### src/rtl/gpr_pkg.sv
// gpr_pkg: shared defaults, ABI register indices and the address type for the
// GPR file with pending-write scoreboard.
package gpr_pkg;

    localparam int XLEN_DEF = 32;
    localparam int NREG_DEF = 32;
    localparam int AW_DEF   = $clog2(NREG_DEF);

    typedef logic [AW_DEF-1:0] addr_t;

    // ABI register indices used by surrounding pipeline logic
    localparam addr_t REG_ZERO = addr_t'(0);
    localparam addr_t REG_A0   = addr_t'(10);
    localparam addr_t REG_A7   = addr_t'(17);

endpackage

### src/rtl/gpr_pend_cnt.sv
// gpr_pend_cnt: saturating up/down pending-write counter for one register.
// clr has priority over inc/dec; simultaneous inc and dec cancel out.
module gpr_pend_cnt #(
    parameter int PCW = 2
) (
    input  logic           clk,
    input  logic           rst,
    input  logic           inc,
    input  logic           dec,
    input  logic           clr,
    output logic [PCW-1:0] cnt_o
);

    localparam logic [PCW-1:0] CNT_MAX = '1;

    logic [PCW-1:0] cnt_q;
    logic [PCW-1:0] cnt_d;

    // Next-state: clear, count up on a new reservation, down on a release
    always_comb begin
        cnt_d = cnt_q;
        if (clr) begin
            cnt_d = '0;
        end else if (inc && !dec && cnt_q != CNT_MAX) begin
            cnt_d = cnt_q + 1'b1;
        end else if (dec && !inc && cnt_q != '0) begin
            cnt_d = cnt_q - 1'b1;
        end
    end

    // Counter register
    always_ff @(posedge clk or posedge rst) begin
        // NOTE: sequential state uses non-blocking assignments so every flop samples pre-edge values.
        if (rst) begin
            cnt_q <= '0;
        end else begin
            cnt_q <= cnt_d;
        end
    end

    assign cnt_o = cnt_q;

endmodule

### src/rtl/gpr_sb.sv
// gpr_sb: XLEN x NREG register file with NRD combinational read ports, one
// writeback port and a per-register pending-write scoreboard.
// Optional macro GPR_SB_BYPASS_EN: same-cycle writeback-to-read forwarding,
// and rd_busy / rsv_ready take the same-cycle release into account.
module gpr_sb
    import gpr_pkg::*;
#(
    parameter  int XLEN = XLEN_DEF,
    parameter  int NREG = NREG_DEF,
    parameter  int NRD  = 2,
    parameter  int PCW  = 2,
    localparam int AW   = $clog2(NREG)
) (
    input  logic                clk,
    input  logic                rst,
    input  logic [NRD*AW-1:0]   rd_addr,
    output logic [NRD*XLEN-1:0] rd_data,
    output logic [NRD-1:0]      rd_busy,
    input  logic                rsv_valid,
    input  logic [AW-1:0]       rsv_addr,
    output logic                rsv_ready,
    input  logic                wb_valid,
    input  logic [AW-1:0]       wb_addr,
    input  logic [XLEN-1:0]     wb_data,
    input  logic                flush,
    output logic                wb_err
);

    localparam logic [PCW-1:0] CNT_MAX = '1;
    localparam logic [AW-1:0]  ZERO_A  = AW'(REG_ZERO);

    logic [XLEN-1:0] mem_q [NREG];
    logic [PCW-1:0]  cnt   [NREG];
    logic            wb_hit;
    logic            rsv_hit;
    logic [PCW-1:0]  wb_cnt;
    logic [PCW-1:0]  rsv_cnt;
    logic            wb_err_q;
    logic            wb_err_d;

    // x0 is hardwired: writebacks and reservations to it never take effect
    assign wb_hit  = wb_valid && (wb_addr != ZERO_A);
    assign rsv_hit = rsv_valid && rsv_ready && (rsv_addr != ZERO_A);
    assign wb_cnt  = cnt[wb_addr];
    assign rsv_cnt = cnt[rsv_addr];

    // Register array: writeback port (writes even in a flush cycle)
    always_ff @(posedge clk or posedge rst) begin
        // NOTE: the array is reset because architectural state must read zero after reset.
        if (rst) begin
            for (int i = 0; i < NREG; i++) begin
                mem_q[i] <= '0;
            end
        end else if (wb_hit) begin
            mem_q[wb_addr] <= wb_data;
        end
    end

    // Pending counters: one per register except x0
    assign cnt[0] = '0;
    for (genvar r = 1; r < NREG; r++) begin : g_cnt
        logic inc_r;
        logic dec_r;
        assign inc_r = rsv_hit && (rsv_addr == AW'(r));
        assign dec_r = wb_hit && (wb_addr == AW'(r)) && (cnt[r] != '0);
        gpr_pend_cnt #(.PCW(PCW)) u_cnt (
            .clk   (clk),
            .rst   (rst),
            .inc   (inc_r),
            .dec   (dec_r),
            .clr   (flush),
            .cnt_o (cnt[r])
        );
    end

    // Sticky error: release of a register that had nothing outstanding
    assign wb_err_d = wb_err_q || (wb_hit && (wb_cnt == '0) && !flush);

    // Error flag register
    always_ff @(posedge clk or posedge rst) begin
        if (rst) begin
            wb_err_q <= 1'b0;
        end else begin
            wb_err_q <= wb_err_d;
        end
    end

    assign wb_err = wb_err_q;

`ifdef GPR_SB_BYPASS_EN
    logic rsv_dec;
    // A saturated register frees a slot if writeback releases it this cycle
    assign rsv_dec   = wb_hit && (wb_addr == rsv_addr) && (rsv_cnt != '0);
    assign rsv_ready = !((rsv_cnt == CNT_MAX) && !rsv_dec);
`else
    assign rsv_ready = (rsv_cnt != CNT_MAX);
`endif

    // Read ports: array data (optionally forwarded) and outstanding-write flag
    always_comb begin
        logic [AW-1:0]  ra;
        logic [PCW-1:0] rc;
        // NOTE: defaults first so no path through this block can infer a latch.
        rd_data = '0;
        rd_busy = '0;
        ra      = '0;
        rc      = '0;
        for (int k = 0; k < NRD; k++) begin
            ra = rd_addr[k*AW +: AW];
            rc = cnt[ra];
`ifdef GPR_SB_BYPASS_EN
            if (!rst && wb_hit && (wb_addr == ra)) begin
                rd_data[k*XLEN +: XLEN] = wb_data;
                rd_busy[k]              = (rc > 1);
            end else begin
                rd_data[k*XLEN +: XLEN] = mem_q[ra];
                rd_busy[k]              = (rc != '0);
            end
`else
            rd_data[k*XLEN +: XLEN] = mem_q[ra];
            rd_busy[k]              = (rc != '0);
`endif
        end
    end

endmodule

### config.mk
export PLATFORM = sky130hd
export DESIGN_NAME = gpr_sb
export DESIGN_NICKNAME = d
export VERILOG_FILES = /design/src/rtl/gpr_pkg.sv /design/src/rtl/gpr_pend_cnt.sv /design/src/rtl/gpr_sb.sv
export SDC_FILE = /design/constraint.sdc
export NUM_CORES = 2
export LEC_CHECK = 0
export CORE_AREA = 2 2 309 311
export DETAILED_ROUTE_END_ITERATION = 10
export DIE_AREA = 0 0 311 313
export GPL_ROUTABILITY_DRIVEN = 0
export PLACE_DENSITY = 0.82
export SETUP_SLACK_MARGIN = 0.1
export SLEW_MARGIN = 20
export SYNTH_ARGS = -nofsm -noshare
export SYNTH_HDL_FRONTEND = slang
export SYNTH_SLANG_ARGS = --single-unit
### constraint.sdc
create_clock -name clk -period 57.6 [get_ports clk]
set_input_delay 14.4 -clock clk [delete_from_list [all_inputs] [get_ports clk]]
set_output_delay 14.4 -clock clk [all_outputs]
set_load 0.005 [all_outputs]
==> results.yml <==
placed_design:
  place_ws_ns: 24.49
  placed_area_sq_um: 60800
  dpl.cell_count: 5286
  detailed_place_hpwl_microns: 89800
  portBuffers: 124
setup_path:
  arrival_ns: 18.75
  worst-r2r-setup-slack_ns: 54.95
  worstPathCellList: "buf_8, buf_4, buf_4, mux4_2, mux4_2, mux2_2, clkdlybuf4s50_1"
  path_buf_inv: 4
  cpPeakStageDelay_ns: 0.81
  r2r_cells: 6
  cp.required_ns: 43.20
  worstPathMaxFanout: 113
  crit_path_top_delay_cell: "buf_4"
  crit_path_start_kind: "primary input"
  rr_endpoint: "g_cnt[6].u_cnt.cnt_o[1]$_DFFE_PP0P_"
  path_class: "in2out"
  crit_family: "buffers and inverters"
  end_kind: "output port"
  r2r_start: "g_cnt[1].u_cnt.cnt_o[1]$_DFFE_PP0P_"
  critPathLaunch: "rd_addr[1]"
route:
  vias_per_cell: 7.10
  drtPass1Iterations: 6
  wirelength_microns: 166000
  drcViolationCount: 0
  via_count: 39000
  routedWlPerCell_microns: 30.2
  drtIter0Drc: 4251
  ant_nets: 0
floorplan:
  io_pins: 125
  core_sq_um: 94200
  die_area_sq_um: 97300
  fp.dieW_microns: 311
  start_util_pct: 62.6
  rows: 113
  die_h_microns: 313
clocking:
  clock_path_buffers: 3
  postCtsSetupBuffers: 0
  path_clk_slew_ns: 0.06
  ctsHoldBuffers: 0
  cts_sinks: 1087
  insertion_delay_ns: 0.70
  root_buffer: "clkbuf_16"
  htreeDepth: 3
  post_cts_resized: 0
  cts_buffers: 113
  cts_tree: "yes"
global_routing:
  grt_pass1_vias: 40700
  grt_pass1_wl_microns: 255000
  grt-ovfl-total: 0
  track_usage_pct: 34.9
  antenna_found_initial: 4
  grt_max_degree: 181
cells_and_area:
  final_area_sq_um: 64600
  fin_util_pct: 68.6
  fillers: 6177
  fin_nets: 4193
  drive_above_1_share_pct: 43.2
  areaGrowthSynthToFinish_pct: 9.58
  stdcell_count: 5497
sta:
  finalSetupTns_ns: 0
  skew_ns: 0.0295
  max-slew-margin-rel_pct: 24.5
  period_minus_slack_ns: 33.15
  grt_setup_unrepaired: "false"
  slew_violations: 0
  max_freq_mhz: 30.2
  worst_pin_slew_ns: 1.13
  setup_viol: 0
  final.setup.worst_slack_ns: 24.45
  whs_ns: 0.395
  hold_viol: 0
  timing.final.crit_share_pct: 57.5
synthesis:
  ys_types: 58
  yosysWarnings: 0
  syn_nets: 4320
  yosysMostFrequentCell: "dfrtp_1"
  synth_largest_area_cell: "dfrtp_1"
  synth_edf_count: 0
  synth_area_per_cell_sq_um: 13.8
  synthFlopType: "dfrtp_1"
  ys_seq_elements: 1087
  synth_area_leaders: "dfrtp_1, mux4_2, mux2_2"
  synthArstFlopShare_pct: 100
  synth_top_area_share_pct: 46.2
  yosysSeqAreaShare_pct: 46.2
  synthCells: 4263
  syn_area_sq_um: 58900
  synth.top_cells.by_count: "dfrtp_1, nand2_1, mux2_2"
min_path:
  hold_path_end: "mem_q[1022]$_DFFE_PP0P_"
  worst_hold_path_type: "reg2reg"
  hp-start: "mem_q[1022]$_DFFE_PP0P_"
  hold_depth: 0
flow_run:
  maxCapViolCount: 0
pwr:
  powerDensity_nw_per_um2: 34.0
  p_total_mw: 2.19
  vdd_ir_drop_max_mv: 0.0326
  leakage_nw: 27.9
run_status:
  status: "finished clean"
-- logic make-up (layout without fill, tap and decap cells) --
group	count (synthesis)	count (layout)	share of synthesized area [%]
muxes	1486	1486	41.3
and+or+nand+nor	1051	1051	7.32
other	0	3	0
buffers and inverters	456	422	3.08
DFF	1087	1087	46.2
AOI/OAI and AO/OA	167	167	1.92
xor gates and xnor gates	16	16	0.238
-- where the power goes --
part           switching [mW]  total, mW  leakage, nW  internal, mW
Clock                   0.313      0.744         1.87         0.431
Sequential              0.101       1.00         14.1         0.899
Combinational           0.170      0.450         12.0         0.280
Total                   0.584       2.19         27.9          1.61
-- flip-flops by register name (all words and copies together) (netlist names) --
register,count
wb_err,1
g_cnt.u_cnt.cnt_o,62
mem_q,1024
-- cell usage in the layout (no fill, tap or decap), drive strengths merged, types with 13 or more instances in the layout --
cell / netlist / final
clkdlybuf4s50: 0 / 108
nor2: 65 / 65
dfrtp: 1087 / 1087
a211oi: 21 / 21
a21oi: 68 / 68
clkbuf: 348 / 154
nand2: 843 / 843
inv: 8 / 13
nor3b: 15 / 15
mux2: 803 / 803
nand3: 32 / 32
clkinv: 0 / 36
o21ai: 29 / 29
buf: 100 / 98
nor3: 33 / 33
mux4: 675 / 675
nor2b: 18 / 18
-- worst max-delay path by stage --
stage                     cells past startpoint                              endpoint  slack [ns]
final                                         7                           rd_data[15]       24.45
after global routing                          7                           rd_data[14]       24.26
after CTS                                     7                           rd_data[13]       24.48
after detailed placement                      7                           rd_data[10]       24.49
after global placement                        7                           rd_data[13]       24.49
after floorplan                               1  g_cnt[10].u_cnt.cnt_o[0]$_DFFE_PP0P_       12.60
-- cell type report --
class	instances	area (sq um)	area share [%]
Clock buffer	154	3220	4.98
Antenna cell	3	7.51	0.0116
Clock inverter	54	546	0.845
Tap cell	1265	1580	2.45
Timing Repair Buffer	206	1920	2.97
Inverter	8	37.5	0.0581
Multi-Input combinational cell	2720	30100	46.6
Sequential cell	1087	27200	42.1
-- layer usage --
layer | share of wire, % | vias up | track usage, %
met4 | 5.9 | 4 | 18.5
met2 | 47 | 2354 | 53.8
met1 | 36 | 20500 | 46.3
li1 | - | 15600 | -
met3 | 11 | 548 | 9.24
met5 | 0.088 | - | 0
(Power assumes the default switching activity.)
